<file path="src/rtl/sqrt_pkg.sv">
// Width and stage-count helpers shared by the sqrt pipeline, its stages and its interface.
package sqrt_pkg;

  // Root width: half the radicand bits plus the fractional extension.
  function automatic int unsigned q_width(input int unsigned w, input int unsigned f);
    return w / 2 + f;
  endfunction

  // Signed partial remainder carried between stages.
  function automatic int unsigned r_width(input int unsigned w, input int unsigned f);
    return q_width(w, f) + 2;
  endfunction

  // Radicand after left-extension by the fractional zero pairs.
  function automatic int unsigned d_width(input int unsigned w, input int unsigned f);
    return w + 2 * f;
  endfunction

  function automatic int unsigned n_stages(input int unsigned w, input int unsigned f);
    return q_width(w, f);
  endfunction

endpackage

</file>
<file path="src/rtl/sqrt_pipe_if.sv">
// Valid/ready streaming bundle for sqrt_pipe: radicand in, root and remainder out.
interface sqrt_pipe_if
  import sqrt_pkg::*;
#(
  parameter int unsigned G_WIDTH = 8,
  parameter int unsigned G_FRAC  = 0
);
  localparam int unsigned Q_W = q_width(G_WIDTH, G_FRAC);

  logic               in_valid;
  logic               in_ready;
  logic [G_WIDTH-1:0] data_in;
  logic               out_valid;
  logic               out_ready;
  logic [Q_W-1:0]     root_out;
  logic [Q_W:0]       rem_out;

  modport slave (
    input  in_valid, data_in, out_ready,
    output in_ready, out_valid, root_out, rem_out
  );

  modport master (
    output in_valid, data_in, out_ready,
    input  in_ready, out_valid, root_out, rem_out
  );
endinterface

</file>
<file path="src/rtl/sqrt_stage.sv">
// One registered non-restoring square-root iteration (one root bit per stage).
module sqrt_stage #(
  parameter int unsigned Q_W = 4,
  parameter int unsigned D_W = 8
) (
  input  logic           clk,
  input  logic           rst_n,
  input  logic           en_i,
  input  logic [Q_W-1:0] q_i,
  input  logic [Q_W+1:0] r_i,
  input  logic [D_W-1:0] d_i,
  input  logic           v_i,
  output logic [Q_W-1:0] q_o,
  output logic [Q_W+1:0] r_o,
  output logic [D_W-1:0] d_o,
  output logic           v_o
);
  localparam int unsigned R_W = Q_W + 2;

  logic           sign;
  logic [R_W-1:0] x, y, alu;
  logic [Q_W-1:0] q_d, q_q;
  logic [R_W-1:0] r_d, r_q;
  logic [D_W-1:0] d_d, d_q;
  logic           v_q;
  logic           unused_r;

  // The bit below the sign is always shifted out: |r| never needs it once scaled by 4.
  assign unused_r = r_i[R_W-2];

  always_comb begin
    sign = r_i[R_W-1];
    x    = {r_i[R_W-3:0], d_i[D_W-1 -: 2]};
    y    = {q_i, sign, 1'b1};
    alu  = sign ? (x + y) : (x - y);
    q_d  = {q_i[Q_W-2:0], ~alu[R_W-1]};
    r_d  = alu;
    d_d  = {d_i[D_W-3:0], 2'b00};
  end

  always_ff @(posedge clk or negedge rst_n) begin
    if (!rst_n)    v_q <= 1'b0;
    else if (en_i) v_q <= v_i;
  end

  always_ff @(posedge clk) begin
    if (en_i) begin
      q_q <= q_d;
      r_q <= r_d;
      d_q <= d_d;
    end
  end

  assign q_o = q_q;
  assign r_o = r_q;
  assign d_o = d_q;
  assign v_o = v_q;
endmodule

</file>
<file path="src/rtl/sqrt_pipe.sv">
// Fully pipelined fixed-point square root with remainder correction and global-stall flow control.
module sqrt_pipe
  import sqrt_pkg::*;
#(
  parameter int unsigned G_WIDTH = 8,
  parameter int unsigned G_FRAC  = 0
) (
  input  logic clk,
  input  logic rst_n,
  sqrt_pipe_if.slave bus
);
  localparam int unsigned Q_W   = q_width(G_WIDTH, G_FRAC);
  localparam int unsigned R_W   = r_width(G_WIDTH, G_FRAC);
  localparam int unsigned D_W   = d_width(G_WIDTH, G_FRAC);
  localparam int unsigned N_STG = n_stages(G_WIDTH, G_FRAC);

  logic           adv;
  logic [Q_W-1:0] q_s [0:N_STG];
  logic [R_W-1:0] r_s [0:N_STG];
  logic [D_W-1:0] d_s [0:N_STG];
  logic           v_s [0:N_STG];

  logic [R_W-1:0] rem_full;
  logic [Q_W:0]   rem_d, rem_q;
  logic [Q_W-1:0] root_d, root_q;
  logic           vld_d, vld_q;
  logic           unused_bits;

  // Single stall signal for the whole pipe: everything moves or nothing does.
  assign adv          = bus.out_ready || !vld_q;
  assign bus.in_ready = adv;

  assign q_s[0] = '0;
  assign r_s[0] = '0;
  assign d_s[0] = D_W'(bus.data_in) << (2 * G_FRAC);
  assign v_s[0] = bus.in_valid && adv;

  for (genvar i = 0; i < N_STG; i++) begin : g_stg
    sqrt_stage #(
      .Q_W (Q_W),
      .D_W (D_W)
    ) u_stage (
      .clk   (clk),
      .rst_n (rst_n),
      .en_i  (adv),
      .q_i   (q_s[i]),
      .r_i   (r_s[i]),
      .d_i   (d_s[i]),
      .v_i   (v_s[i]),
      .q_o   (q_s[i+1]),
      .r_o   (r_s[i+1]),
      .d_o   (d_s[i+1]),
      .v_o   (v_s[i+1])
    );
  end

  // A negative final remainder is pulled back by {q,1}; the result is never negative.
  always_comb begin
    rem_full = r_s[N_STG][R_W-1] ? (r_s[N_STG] + R_W'({q_s[N_STG], 1'b1})) : r_s[N_STG];
    rem_d    = rem_full[Q_W:0];
    root_d   = q_s[N_STG];
    vld_d    = v_s[N_STG];
  end

  assign unused_bits = ^{rem_full[R_W-1], d_s[N_STG]};

  always_ff @(posedge clk or negedge rst_n) begin
    if (!rst_n) begin
      vld_q  <= 1'b0;
      root_q <= '0;
      rem_q  <= '0;
    end else if (adv) begin
      vld_q  <= vld_d;
      root_q <= root_d;
      rem_q  <= rem_d;
    end
  end

  assign bus.out_valid = vld_q;
  assign bus.root_out  = root_q;
  assign bus.rem_out   = rem_q;
endmodule

</file>
<file path="src/flat_wrapper.sv">
// flat-port wrapper written by rule: the top's interface ports become plain ports
module sqrt_pipe_flat import sqrt_pkg::*;
#(
  parameter int unsigned G_WIDTH = 8,
  parameter int unsigned G_FRAC  = 0
)
  (clk, rst_n, bus_in_valid, bus_data_in, bus_out_ready, bus_in_ready, bus_out_valid, bus_root_out, bus_rem_out);
  sqrt_pipe_if #(.G_WIDTH(G_WIDTH), .G_FRAC(G_FRAC)) bus_i ();
  input  logic clk;
  input  logic rst_n;
  input wire logic [$bits(bus_i.in_valid)-1:0] bus_in_valid;
  input wire logic [$bits(bus_i.data_in)-1:0] bus_data_in;
  input wire logic [$bits(bus_i.out_ready)-1:0] bus_out_ready;
  output wire logic [$bits(bus_i.in_ready)-1:0] bus_in_ready;
  output wire logic [$bits(bus_i.out_valid)-1:0] bus_out_valid;
  output wire logic [$bits(bus_i.root_out)-1:0] bus_root_out;
  output wire logic [$bits(bus_i.rem_out)-1:0] bus_rem_out;
  assign bus_i.in_valid = bus_in_valid;
  assign bus_i.data_in = bus_data_in;
  assign bus_i.out_ready = bus_out_ready;
  assign bus_in_ready = bus_i.in_ready;
  assign bus_out_valid = bus_i.out_valid;
  assign bus_root_out = bus_i.root_out;
  assign bus_rem_out = bus_i.rem_out;
  sqrt_pipe #(.G_WIDTH(G_WIDTH), .G_FRAC(G_FRAC)) u_core (.clk(clk), .rst_n(rst_n), .bus(bus_i));
endmodule
</file>
<file path="config.mk">
export PLATFORM = sky130hd
export DESIGN_NAME = sqrt_pipe_flat
export DESIGN_NICKNAME = d
export VERILOG_FILES = /design/src/rtl/sqrt_pkg.sv /design/src/rtl/sqrt_pipe_if.sv /design/src/rtl/sqrt_stage.sv /design/src/rtl/sqrt_pipe.sv /design/src/flat_wrapper.sv
export SDC_FILE = /design/constraint.sdc
export NUM_CORES = 1
export LEC_CHECK = 0
export CAP_MARGIN = 20
export CORE_UTILIZATION = 60
export DETAILED_ROUTE_END_ITERATION = 10
export HOLD_SLACK_MARGIN = 0.06
export PLACE_DENSITY_LB_ADDON = 0.2
export SYNTH_ARGS = -nofsm -noshare
export SYNTH_HDL_FRONTEND = slang
export SYNTH_SLANG_ARGS = --single-unit
export TNS_END_PERCENT = 50
</file>
<file path="constraint.sdc">
create_clock -name clk -period 8.2 [get_ports clk]
set_input_delay 1.64 -clock clk [delete_from_list [all_inputs] [get_ports clk]]
set_output_delay 1.64 -clock clk [all_outputs]
set_load 0.01 [all_outputs]
</file>
After elaboration in Yosys (flattened, before gate mapping)
Cells that the tools add are included.
{"block": "word_totals", "mem_count": 0, "regBits": 60, "ram_bits": 0, "latch_bits": 0, "romBits": 0, "in_bits": 12, "out_inout_bits": 11}
{"block": "op_classes", "n_shift": 0, "n_div": 0, "reduce_logical": 3, "addsub": 8, "bitwise": 4, "magnitude_cmp": 0, "mul": 0, "mux": 4, "eq_ne": 0}
{"cell": "6-bit 2-to-1 mux", "n": 3}
{"cell": "6-bit by 3-bit adder with 6-bit output", "n": 1}
{"cell": "6-bit by 4-bit adder with 6-bit output", "n": 1}
{"cell": "6-bit by 5-bit adder with 6-bit output", "n": 1}
{"cell": "6-bit by 3-bit subtractor with 6-bit output", "n": 1}
{"cell": "6-bit by 4-bit subtractor with 6-bit output", "n": 1}
{"cell": "6-bit by 5-bit subtractor with 6-bit output", "n": 1}
{"cell": "5-bit adder", "n": 1}
{"cell": "5-bit 2-to-1 mux", "n": 1}
{"cell": "1-bit NOT", "n": 4}
{"cell": "2-bit by 1-bit subtractor with 3-bit output (second input constant)", "n": 1}
{"cell": "1-bit logical AND", "n": 1}
{"cell": "1-bit logical NOT", "n": 1}
{"cell": "1-bit logical OR", "n": 1}

Logic depth before layout (Yosys ltp)
Gate-level depths: netlist of run 1.
{"block": "depth", "word_depth": 3, "depth_mapped": 6}

Hierarchy
From an unflattened synthesis of run 1, not the netlist that was laid out.
{"block": "unflattened", "hier_cells": 253, "hier_area_um2": 3462.1}
{"mod": "sqrt_stage", "n_inst": 4, "cells_per_inst": 48, "area_per_inst_um2": 726.9}
{"mod": "sqrt_pipe", "n_inst": 1, "cells_per_inst": 61, "area_per_inst_um2": 554.3}

Least setup slack after synthesis of run 1
No wires, ideal clock.
{"block": "synth_timing", "kind": "in2out", "startpoint": "in bus_out_ready", "endpoint": "out bus_in_ready", "path_slack_ns": 3.246, "stages": 4, "required_ns": 6.560, "t_arrival_ns": 3.314, "path_cell_list": "nor2b_1 -> buf_2 -> inv_1 -> clkbuf_1"}
{"block": "synth_between", "elab_chain_len": 1}
{"item": "from (decl)", "line_no": "flat_wrapper.sv:13", "source": "input wire logic [$bits(bus_i.out_ready)-1:0] bus_out_ready;"}
{"item": "1-bit logical OR", "line_no": "sqrt_pipe.sv:30", "source": "assign adv = bus.out_ready || !vld_q;"}
{"item": "to (decl)", "line_no": "flat_wrapper.sv:14", "source": "output wire logic [$bits(bus_i.in_ready)-1:0] bus_in_ready;"}
No other way between the ends.

Final worst setup path of run 1
Same ends and word-level chain as after synthesis.

==> impl_results.html, run 1 <==
<table>
<tr><th>Metric</th><th>Value</th></tr>
<tr><th colspan="2">Clock network</th></tr>
<tr><td>Number of instances resized during post-cts repair</td><td>0</td></tr>
<tr><td>CTS HTree Levels</td><td>2</td></tr>
<tr><td>Clock-pin transition on the worst setup and hold timing paths</td><td>0.08 ns</td></tr>
<tr><td>Post-CTS setup buffer count</td><td>0</td></tr>
<tr><td>Clock Latency Late Sink</td><td>0.30 ns</td></tr>
<tr><td>Total of hold buffers inserted after clock tree synthesis</td><td>0</td></tr>
<tr><td>CTS Buf Count</td><td>5</td></tr>
<tr><td>Clk sink count</td><td>55</td></tr>
<tr><td>TritonCTS clock tree</td><td>done</td></tr>
<tr><td>Master cell of the clock root buffer</td><td>sky130_fd_sc_hd__clkbuf_8</td></tr>
<tr><td>CTS Buffer Depth</td><td>2</td></tr>
<tr><th colspan="2">Placement</th></tr>
<tr><td>Number of buffers added on ports</td><td>22</td></tr>
<tr><td>Post-DP HPWL</td><td>2520 µm</td></tr>
<tr><td>Global placement routability congestion</td><td>0.783</td></tr>
<tr><th colspan="2">Final layout</th></tr>
<tr><td>Footprint of the flip-flops and latches</td><td>1580 µm²</td></tr>
<tr><td>Final core utilization</td><td>0.737</td></tr>
<tr><td>Area growth, synth to finish</td><td>15.0%</td></tr>
<tr><td>Post-layout net count</td><td>237</td></tr>
<tr><td>Share of final-layout standard cells stronger than drive strength 1</td><td>0.0476</td></tr>
<tr><td>Fill cell instance count of the final layout</td><td>263</td></tr>
<tr><td>Number of diodes</td><td>0</td></tr>
<tr><td>Multi-input gate area in the final layout</td><td>728 µm²</td></tr>
<tr><th colspan="2">Floorplan</th></tr>
<tr><td>Die width</td><td>65.2 µm</td></tr>
<tr><td>Starting density of the core</td><td>0.641</td></tr>
<tr><td>Total core area</td><td>3740 µm²</td></tr>
<tr><td>Height of the die</td><td>65.2 µm</td></tr>
<tr><td>Area enclosed by the die boundary</td><td>4250 µm²</td></tr>
<tr><td>I/O pin total</td><td>23</td></tr>
<tr><td>Number of cell rows</td><td>22</td></tr>
<tr><th colspan="2">Power and ir drop</th></tr>
<tr><td>Pleak</td><td>1.16 nW</td></tr>
<tr><td>Sequential power share</td><td>0.449</td></tr>
<tr><td>Maximum ir drop on the vdd rail</td><td>0.000187 V</td></tr>
<tr><td>Part of the power in the clock network</td><td>0.114</td></tr>
<tr><td>Switching part of the total</td><td>0.339</td></tr>
<tr><td>Combinational cell fraction of total power</td><td>0.437</td></tr>
<tr><td>Internal power component</td><td>800 µW</td></tr>
<tr><td>Switching power</td><td>411 µW</td></tr>
<tr><td>Total power divided by cell area</td><td>439 nW/µm²</td></tr>
<tr><th colspan="2">Setup path</th></tr>
<tr><td>Number of cells on the worst reg-to-reg path</td><td>6</td></tr>
<tr><td>CP startpoint kind</td><td>primary input</td></tr>
<tr><td>Highest net fanout along the worst path</td><td>16</td></tr>
<tr><td>Worst R2R Setup Slack</td><td>6.26 ns</td></tr>
<tr><td>Arrival time reported for the critical path endpoint</td><td>3.14 ns</td></tr>
<tr><td>Critical Path RT</td><td>6.56 ns</td></tr>
<tr><td>Setup crit end kind</td><td>output pin</td></tr>
<tr><td>Start of the worst register-to-register path</td><td>u_core.g_stg[1].u_stage.r_o[5]$_DFFE_PN_</td></tr>
<tr><td>Critical path class</td><td>in2out</td></tr>
<tr><td>Endpoint of the lowest-slack register-to-register path</td><td>u_core.g_stg[2].u_stage.q_o[0]$_DFFE_PN_</td></tr>
<tr><th colspan="2">Yosys</th></tr>
<tr><td>Post-synth top area cell</td><td>sky130_fd_sc_hd__edfxtp_1</td></tr>
<tr><td>Fraction of the yosys area taken by sequential cells</td><td>0.659</td></tr>
<tr><td>Mean area per synthesized cell</td><td>13.2 µm²</td></tr>
<tr><td>Most area-consuming cells after synthesis</td><td>sky130_fd_sc_hd__edfxtp_1, sky130_fd_sc_hd__dfrtp_1, sky130_fd_sc_hd__ha_1</td></tr>
<tr><td>Post-synthesis cell count</td><td>182</td></tr>
<tr><td>Share of the synthesized area in the top cell type</td><td>0.513</td></tr>
<tr><td>YS warnings</td><td>0</td></tr>
<tr><td>Number of distinct standard cells referenced by the synthesized netlist</td><td>28</td></tr>
<tr><td>FF+latch count, synth</td><td>55</td></tr>
<tr><td>Area of the mapped netlist</td><td>2400 µm²</td></tr>
<tr><td>Syn_nets</td><td>210</td></tr>
<tr><th colspan="2">GRT</th></tr>
<tr><td>Global-route wire length before repair</td><td>5660 µm</td></tr>
<tr><td>Number of antenna violations at the first check in global routing</td><td>0</td></tr>
<tr><td>Global-route congestion overflow total</td><td>0</td></tr>
<tr><td>Via count of the first global-routing pass</td><td>1404</td></tr>
<tr><td>Tot GR Track Use</td><td>0.184</td></tr>
<tr><td>Largest net degree at the start of global routing</td><td>54</td></tr>
<tr><th colspan="2">Status</th></tr>
<tr><td>Status</td><td>completed</td></tr>
<tr><th colspan="2">Timing</th></tr>
<tr><td>Final sum of negative setup slack</td><td>0 ns</td></tr>
<tr><td>Clock tree skew after final layout</td><td>0.00394 ns</td></tr>
<tr><td>Number of max-slew violations in the final report</td><td>0</td></tr>
<tr><td>Unrepaired setup endpoints after global routing</td><td>false</td></tr>
<tr><td>Final count of negative-setup-slack endpoints</td><td>0</td></tr>
<tr><td>Actual slew at the worst max-slew pin</td><td>0.600 ns</td></tr>
<tr><td>Timing-limited maximum frequency</td><td>0.209 GHz</td></tr>
<tr><td>Final critical-path required period</td><td>4.78 ns</td></tr>
<tr><td>Headroom to the max-slew limit</td><td>0.599</td></tr>
<tr><td>Final clock period utilization by the worst path</td><td>0.583</td></tr>
<tr><td>Count of endpoints failing hold in the final timing report</td><td>0</td></tr>
<tr><th colspan="2">Detailed routing</th></tr>
<tr><td>Residual DRC count</td><td>0</td></tr>
<tr><td>Post-DRT Antenna Nets</td><td>0</td></tr>
<tr><td>Iteration-0 DRC count of the detailed router</td><td>132</td></tr>
<tr><td>DRT Pass-1 Iters</td><td>6</td></tr>
<tr><td>Total wire length after detailed routing</td><td>3440 µm</td></tr>
<tr><td>Drt via density</td><td>5.25</td></tr>
<tr><td>Average detailed-routed wire length per instance</td><td>13.3 µm</td></tr>
<tr><td>Detailed-route via count</td><td>1354</td></tr>
<tr><th colspan="2">Hold path</th></tr>
<tr><td>Depth of the worst hold-timing path</td><td>0</td></tr>
<tr><td>Min-Delay Path Class</td><td>reg2reg</td></tr>
<tr><td>Worst min-delay path endpoint</td><td>u_core.g_stg[1].u_stage.d_o[6]$_DFFE_PN_</td></tr>
<tr><td>Start point of the worst hold path</td><td>u_core.g_stg[0].u_stage.d_o[4]$_DFFE_PN_</td></tr>
<tr><th colspan="2">Flow run</th></tr>
<tr><td>Max-cap check violation count</td><td>0</td></tr>
</table>
[cell usage in the layout (no fill, tap or decap), types with 2 or more instances in the layout]
master and count:
sky130_fd_sc_hd__a21o_1 2, sky130_fd_sc_hd__a21oi_1 6, sky130_fd_sc_hd__buf_4 2, sky130_fd_sc_hd__clkbuf_1 2
sky130_fd_sc_hd__clkbuf_8 5, sky130_fd_sc_hd__clkdlybuf4s50_1 22, sky130_fd_sc_hd__dfrtp_1 14, sky130_fd_sc_hd__edfxtp_1 41
sky130_fd_sc_hd__ha_1 15, sky130_fd_sc_hd__inv_1 18, sky130_fd_sc_hd__mux2i_1 2, sky130_fd_sc_hd__nand2_1 31
sky130_fd_sc_hd__nor2_1 4, sky130_fd_sc_hd__nor3b_1 2, sky130_fd_sc_hd__o21a_1 4, sky130_fd_sc_hd__o21ai_0 6
sky130_fd_sc_hd__xnor2_1 16, sky130_fd_sc_hd__xor2_1 4
[per-layer routing]
layer  routed length, µm  track usage  share of wire
met5                   0            0              0
met4                  60       0.0842          0.017
met3                 135       0.0538          0.039
met2                1990        0.362           0.58
met1                1260        0.168           0.37
[state kept, by name (all words and copies together) (netlist names)]
signal and count:
u_core.g_stg.u_stage.r_o 19, u_core.g_stg.u_stage.d_o 12, u_core.bus.out_valid 1, u_core.bus.root_out 4, u_core.bus.rem_out 5, u_core.g_stg.u_stage.q_o 10, u_core.g_stg.u_stage.v_o 4
[how the worst max path moves through the flow]
| stage | startpoint | end | slack, ns | depth (start not counted) |
|---|---|---|---|---|
| floorplan | bus_out_ready | bus_in_ready | 3.25 | 4 |
| global placement | bus_out_ready | bus_in_ready | 2.87 | 4 |
| detailed placement | bus_out_ready | bus_in_ready | 2.78 | 4 |
| CTS | bus_out_ready | bus_in_ready | 2.76 | 4 |
| global route | bus_out_ready | bus_in_ready | 3.35 | 5 |
| finish | bus_out_ready | bus_in_ready | 3.42 | 5 |
[cells in the mapped netlist (all sizes together)]
cell type  instances
or2                1
inv               19
nor2b              1
xor2               4
nand2             31
ha                15
a31oi              1
nor3               1
edfxtp            41
o21ai              6
nor2               4
or4                1
dfrtp             14
clkbuf             2
nand3              1
fa                 1
buf                2
a21oi              6
o31ai              1
a21o               2
xnor2             16
and3               1
nand2b             1
nor3b              2
and3b              1
a21boi             1
o21a               4
mux2i              2
[area by class of cell]
| type | count | area share |
|---|---|---|
| Inverter | 19 | 0.0259 |
| Sequential cell | 55 | 0.574 |
| Clock inverter | 1 | 0.00181 |
| Tap cell | 48 | 0.0218 |
| Timing Repair Buffer | 24 | 0.0853 |
| Clock buffer | 7 | 0.0277 |
| Multi-Input combinational cell | 104 | 0.264 |
[power by group through the flow]
stage	logic [mW]	clock network (mW)	registers (mW)
after CTS	0.533	0.142	0.544
after floorplan	0.382	0	0.543
final	0.529	0.138	0.544
after global routing	0.590	0.151	0.559
after global placement	0.493	0	0.542
after detailed placement	0.530	0	0.550
[stage by stage]
stage	std cells	power, mW	worst slack, ns	hold slack (ns)	instance area (µm²)
4_1_cts	257	1.22	2.76	0.428	2750
3_5_place_dp	249	1.08	2.78	0.407	2670
6_report	258	1.21	3.42	0.427	2760
5_1_grt	258	1.30	3.35	0.432	2760
2_1_floorplan	182	0.924	3.25	0.400	2400
3_3_place_gp	249	1.04	2.87	0.404	2670
[cell families after synthesis]
logic type      share of synthesized area
mux                               0.00835
simple gates                       0.0829
xor+xnor                           0.0730
flops                               0.659
compound gates                     0.0527
buf+inv                            0.0370
fa+ha+maj                          0.0866
[critical path: stages]
cell and delay [ns]:
sky130_fd_sc_hd__clkdlybuf4s50_1 0.41, sky130_fd_sc_hd__nor2b_1 0.21, sky130_fd_sc_hd__buf_4 0.25, sky130_fd_sc_hd__clkinv_1 0.13
sky130_fd_sc_hd__clkdlybuf4s50_1 0.49
Note: power is estimated with default switching activity, not from simulation.
==> run 2, diff against run 1 <==
--- a/config.mk
+++ b/config.mk
@@ -6,7 +6,7 @@
 export NUM_CORES = 1
 export LEC_CHECK = 0
 export CAP_MARGIN = 20
-export CORE_UTILIZATION = 60
+export CORE_UTILIZATION = 51
 export DETAILED_ROUTE_END_ITERATION = 10
 export HOLD_SLACK_MARGIN = 0.06
 export PLACE_DENSITY_LB_ADDON = 0.2
==> constraint.sdc (replaced) <==
create_clock -name clk -period 4 [get_ports clk]
set_input_delay 0.8 -clock clk [delete_from_list [all_inputs] [get_ports clk]]
set_output_delay 0.8 -clock clk [all_outputs]
set_load 0.01 [all_outputs]
==> run 2 against run 1 <==
  * The flow now finishes with violations (DRC)
  * Design area grew 0.50%
  * Critical path depth shrank 1
  * First-iteration DRC count shrank 60%
  * Total power grew 110%
  * Sequential cell count is the same
  * Worst setup slack lost 2.3 ns
  * Wire length grew 2.3%
  * Combinational power grew 110%
  * Critical path type unchanged
  * Critical endpoint unchanged
  * Largest cell class unchanged
  * Largest power group unchanged
  * Highest routed layer unchanged
==> impl_results.html, run 2 (synthesis gave the netlist of run 1 again) <==
<table>
<tr><th>Metric</th><th>Value</th></tr>
<tr><th colspan="2">Detailed routing</th></tr>
<tr><td>Total wire length after detailed routing</td><td>3520 µm (+2.3%)</td></tr>
<tr><td>Top layer reached by signal wires</td><td>met4</td></tr>
<tr><td>Residual DRC count</td><td>8 (+8)</td></tr>
<tr><td>Iteration-0 DRC count of the detailed router</td><td>53 (-60%)</td></tr>
<tr><td>Average detailed-routed wire length per instance</td><td>13.4 µm (+0.76%)</td></tr>
<tr><td>Drt via density</td><td>5.22 (-0.51%)</td></tr>
<tr><td>DRT Pass-1 Iters</td><td>7 (+1)</td></tr>
<tr><td>Wire length on met1</td><td>1390 µm (+10%)</td></tr>
<tr><td>Post-DRT Antenna Nets</td><td>0 (unchanged)</td></tr>
<tr><td>Wire length on met3</td><td>126 µm (-6.7%)</td></tr>
<tr><td>Detailed-routed wire length on met2</td><td>1970 µm (-0.96%)</td></tr>
<tr><td>Detailed-route via count</td><td>1368 (+1.0%)</td></tr>
<tr><th colspan="2">Timing</th></tr>
<tr><td>Final count of negative-setup-slack endpoints</td><td>0 (unchanged)</td></tr>
<tr><td>Final sum of negative setup slack</td><td>0 ns (unchanged)</td></tr>
<tr><td>Timing-limited maximum frequency</td><td>0.347 GHz</td></tr>
<tr><td>Headroom to the max-slew limit</td><td>0.593 (-0.00536)</td></tr>
<tr><td>Clock tree skew after final layout</td><td>0.00665 ns (+0.00271 ns)</td></tr>
<tr><td>Actual slew at the worst max-slew pin</td><td>0.608 ns (+0.00802 ns)</td></tr>
<tr><td>Number of max-slew violations in the final report</td><td>0 (unchanged)</td></tr>
<tr><td>Worst Hold Margin</td><td>0.426 ns (-0.00156 ns)</td></tr>
<tr><td>Final critical-path required period</td><td>2.88 ns</td></tr>
<tr><td>Count of endpoints failing hold in the final timing report</td><td>0 (unchanged)</td></tr>
<tr><td>Unrepaired setup endpoints after global routing</td><td>false</td></tr>
<tr><td>Final clock period utilization by the worst path</td><td>0.720</td></tr>
<tr><th colspan="2">GRT</th></tr>
<tr><td>Number of antenna violations at the first check in global routing</td><td>0 (unchanged)</td></tr>
<tr><td>Via count of the first global-routing pass</td><td>1412 (+0.57%)</td></tr>
<tr><td>Global-route wire length before repair</td><td>5930 µm (+4.6%)</td></tr>
<tr><td>Largest net degree at the start of global routing</td><td>54 (unchanged)</td></tr>
<tr><td>Global-route congestion overflow total</td><td>0 (unchanged)</td></tr>
<tr><td>Tot GR Track Use</td><td>0.155 (-0.0290)</td></tr>
<tr><th colspan="2">Clock network</th></tr>
<tr><td>Post-CTS setup buffer count</td><td>0 (unchanged)</td></tr>
<tr><td>TritonCTS clock tree</td><td>done</td></tr>
<tr><td>Clk sink count</td><td>55 (unchanged)</td></tr>
<tr><td>Total of hold buffers inserted after clock tree synthesis</td><td>0 (unchanged)</td></tr>
<tr><td>Clock Latency Late Sink</td><td>0.30 ns (about the same)</td></tr>
<tr><td>Clock-pin transition on the worst setup and hold timing paths</td><td>0.09 ns (about the same)</td></tr>
<tr><td>CTS HTree Levels</td><td>2 (unchanged)</td></tr>
<tr><td>Number of instances resized during post-cts repair</td><td>0 (unchanged)</td></tr>
<tr><td>Master cell of the clock root buffer</td><td>sky130_fd_sc_hd__clkbuf_8</td></tr>
<tr><td>CTS Buffer Depth</td><td>2 (unchanged)</td></tr>
<tr><td>CTS Buf Count</td><td>5 (unchanged)</td></tr>
<tr><th colspan="2">Final layout</th></tr>
<tr><td>Number of diodes</td><td>0 (unchanged)</td></tr>
<tr><td>Area growth, synth to finish</td><td>15.5%</td></tr>
<tr><td>Post-layout net count</td><td>237 (unchanged)</td></tr>
<tr><td>Fill cell instance count of the final layout</td><td>353 (+34%)</td></tr>
<tr><td>Share of final-layout standard cells stronger than drive strength 1</td><td>0.0476 (unchanged)</td></tr>
<tr><td>Most common library cell in the layout ignoring fill and taps</td><td>sky130_fd_sc_hd__edfxtp_1</td></tr>
<tr><td>Number of flip-flops under the largest register name</td><td>19 (unchanged)</td></tr>
<tr><td>Most used cells in the layout excluding fill and tap cells</td><td>sky130_fd_sc_hd__edfxtp_1, sky130_fd_sc_hd__nand2_1, sky130_fd_sc_hd__clkdlybuf4s50_1, sky130_fd_sc_hd__inv_1, sky130_fd_sc_hd__xnor2_1</td></tr>
<tr><th colspan="2">Power and ir drop</th></tr>
<tr><td>Maximum ir drop on the vdd rail</td><td>0.000459 V (+140%)</td></tr>
<tr><td>Total power divided by cell area</td><td>906 nW/µm² (+110%)</td></tr>
<tr><td>Part of the power in the clock network</td><td>0.119 (+0.005)</td></tr>
<tr><td>Internal power component</td><td>1.66 mW (+110%)</td></tr>
<tr><td>Combinational cell fraction of total power</td><td>0.437 (about the same)</td></tr>
<tr><td>Sequential power share</td><td>0.443 (-0.006)</td></tr>
<tr><td>Switching power</td><td>855 µW (+110%)</td></tr>
<tr><td>Switching part of the total</td><td>0.340 (+0.00103)</td></tr>
<tr><td>Pleak</td><td>1.16 nW (+0.32%)</td></tr>
<tr><th colspan="2">Floorplan</th></tr>
<tr><td>Area enclosed by the die boundary</td><td>4980 µm² (+17%)</td></tr>
<tr><td>I/O pin total</td><td>23 (unchanged)</td></tr>
<tr><td>Die width</td><td>70.6 µm (+8.2%)</td></tr>
<tr><td>Number of cell rows</td><td>24 (+9.1%)</td></tr>
<tr><td>Starting density of the core</td><td>0.540 (-0.101)</td></tr>
<tr><td>Total core area</td><td>4440 µm² (+19%)</td></tr>
<tr><td>Height of the die</td><td>70.6 µm (+8.2%)</td></tr>
<tr><th colspan="2">Setup path</th></tr>
<tr><td>CP bufs+invs</td><td>3 (-1)</td></tr>
<tr><td>Setup crit end kind</td><td>output pin</td></tr>
<tr><td>Worst R2R Setup Slack</td><td>2.01 ns (-4.25 ns)</td></tr>
<tr><td>Critical Path RT</td><td>3.20 ns (-3.36 ns)</td></tr>
<tr><td>Most used cell along the critical path</td><td>sky130_fd_sc_hd__clkdlybuf4s50_1</td></tr>
<tr><td>CP startpoint kind</td><td>primary input</td></tr>
<tr><td>Slowest stage cell, crit path</td><td>sky130_fd_sc_hd__clkdlybuf4s50_1</td></tr>
<tr><td>Start of the worst register-to-register path</td><td>u_core.g_stg[2].u_stage.r_o[5]$_DFFE_PN_</td></tr>
<tr><td>Number of cells on the worst reg-to-reg path</td><td>6 (unchanged)</td></tr>
<tr><td>Crit path launch</td><td>bus_out_ready</td></tr>
<tr><td>Cell family with the largest share of critical-path delay</td><td>buffers and inverters</td></tr>
<tr><td>Arrival time reported for the critical path endpoint</td><td>2.08 ns (-1.06 ns)</td></tr>
<tr><td>Critical path class</td><td>in2out</td></tr>
<tr><td>Largest stage delay on the critical path</td><td>0.52 ns (+0.03 ns)</td></tr>
<tr><td>Sequence of cells on the critical path</td><td>clkdlybuf4s50_1 &gt; nor2b_1 &gt; clkinv_1 &gt; clkdlybuf4s50_1</td></tr>
<tr><td>Endpoint of the lowest-slack register-to-register path</td><td>u_core.g_stg[3].u_stage.q_o[0]$_DFFE_PN_</td></tr>
<tr><td>Highest net fanout along the worst path</td><td>2 (-14)</td></tr>
<tr><th colspan="2">Status</th></tr>
<tr><td>Status</td><td>complete, but fails checks</td></tr>
<tr><td>Violations in the final reports</td><td>DRC</td></tr>
<tr><th colspan="2">Placement</th></tr>
<tr><td>Post-DP HPWL</td><td>2500 µm (-0.85%)</td></tr>
<tr><td>Number of buffers added on ports</td><td>22 (unchanged)</td></tr>
<tr><td>Global placement routability congestion</td><td>0.790 (+0.96%)</td></tr>
<tr><th colspan="2">Hold path</th></tr>
<tr><td>Depth of the worst hold-timing path</td><td>0 (unchanged)</td></tr>
<tr><td>Start point of the worst hold path</td><td>u_core.g_stg[1].u_stage.d_o[5]$_DFFE_PN_</td></tr>
<tr><td>Worst min-delay path endpoint</td><td>u_core.g_stg[2].u_stage.d_o[7]$_DFFE_PN_</td></tr>
<tr><td>Min-Delay Path Class</td><td>reg2reg</td></tr>
<tr><th colspan="2">Flow run</th></tr>
<tr><td>Max-cap check violation count</td><td>0 (unchanged)</td></tr>
</table>
-- run 2: cell count changes in the layout (fill, tap and decap cells not counted) --
cell                       previous run  this run
sky130_fd_sc_hd__clkbuf_1             2         1
sky130_fd_sc_hd__clkinv_1             1         2
sky130_fd_sc_hd__clkinv_2             1         0
sky130_fd_sc_hd__clkbuf_8             5         6
-- run 2: cell type report --
| class | instances | area [µm²] | share of cell area |
|---|---|---|---|
| Sequential cell | 55 | 1580 | 0.571 |
| Clock inverter | 1 | 3.75 | 0.00135 |
| Multi-Input combinational cell | 104 | 728 | 0.263 |
| Inverter | 19 | 71.3 | 0.0257 |
| Timing Repair Buffer | 24 | 235 | 0.0849 |
| Clock buffer | 7 | 86.3 | 0.0312 |
| Tap cell | 52 | 65.1 | 0.0235 |
-- run 2: routing by layer --
metal,vias to the layer above,global-route usage
li1,667,-
met1,667,0.158
met2,29,0.304
met3,5,0.0342
met4,0,0.0622
met5,-,0
-- run 2: power by group through the flow --
stage               logic (mW)  registers, mW  clock network [mW]
floorplan                0.783           1.11                   0
global placement          1.02           1.11                   0
detailed placement        1.10           1.13                   0
CTS                       1.10           1.11               0.307
global route              1.23           1.14               0.324
finish                    1.10           1.11               0.300
-- run 2: worst max path at each step --
stage	to	cells past startpoint
finish	bus_in_ready	4
global route	bus_in_ready	4
CTS	bus_in_ready	4
detailed placement	bus_in_ready	4
global placement	bus_in_ready	4
floorplan	bus_in_ready	4
-- run 2: stage by stage --
stage | cells | power, mW | cell area [µm²] | setup WS [ns] | utilization
3_3_place_gp | 254 | 2.14 | 2680 | 1.10 | 0.603
3_5_place_dp | 254 | 2.22 | 2680 | 1.11 | 0.603
5_1_grt | 262 | 2.69 | 2770 | 1.05 | 0.624
4_1_cts | 262 | 2.52 | 2770 | 1.09 | 0.624
6_report | 262 | 2.51 | 2770 | 1.12 | 0.624
2_1_floorplan | 182 | 1.90 | 2400 | 0.726 | -
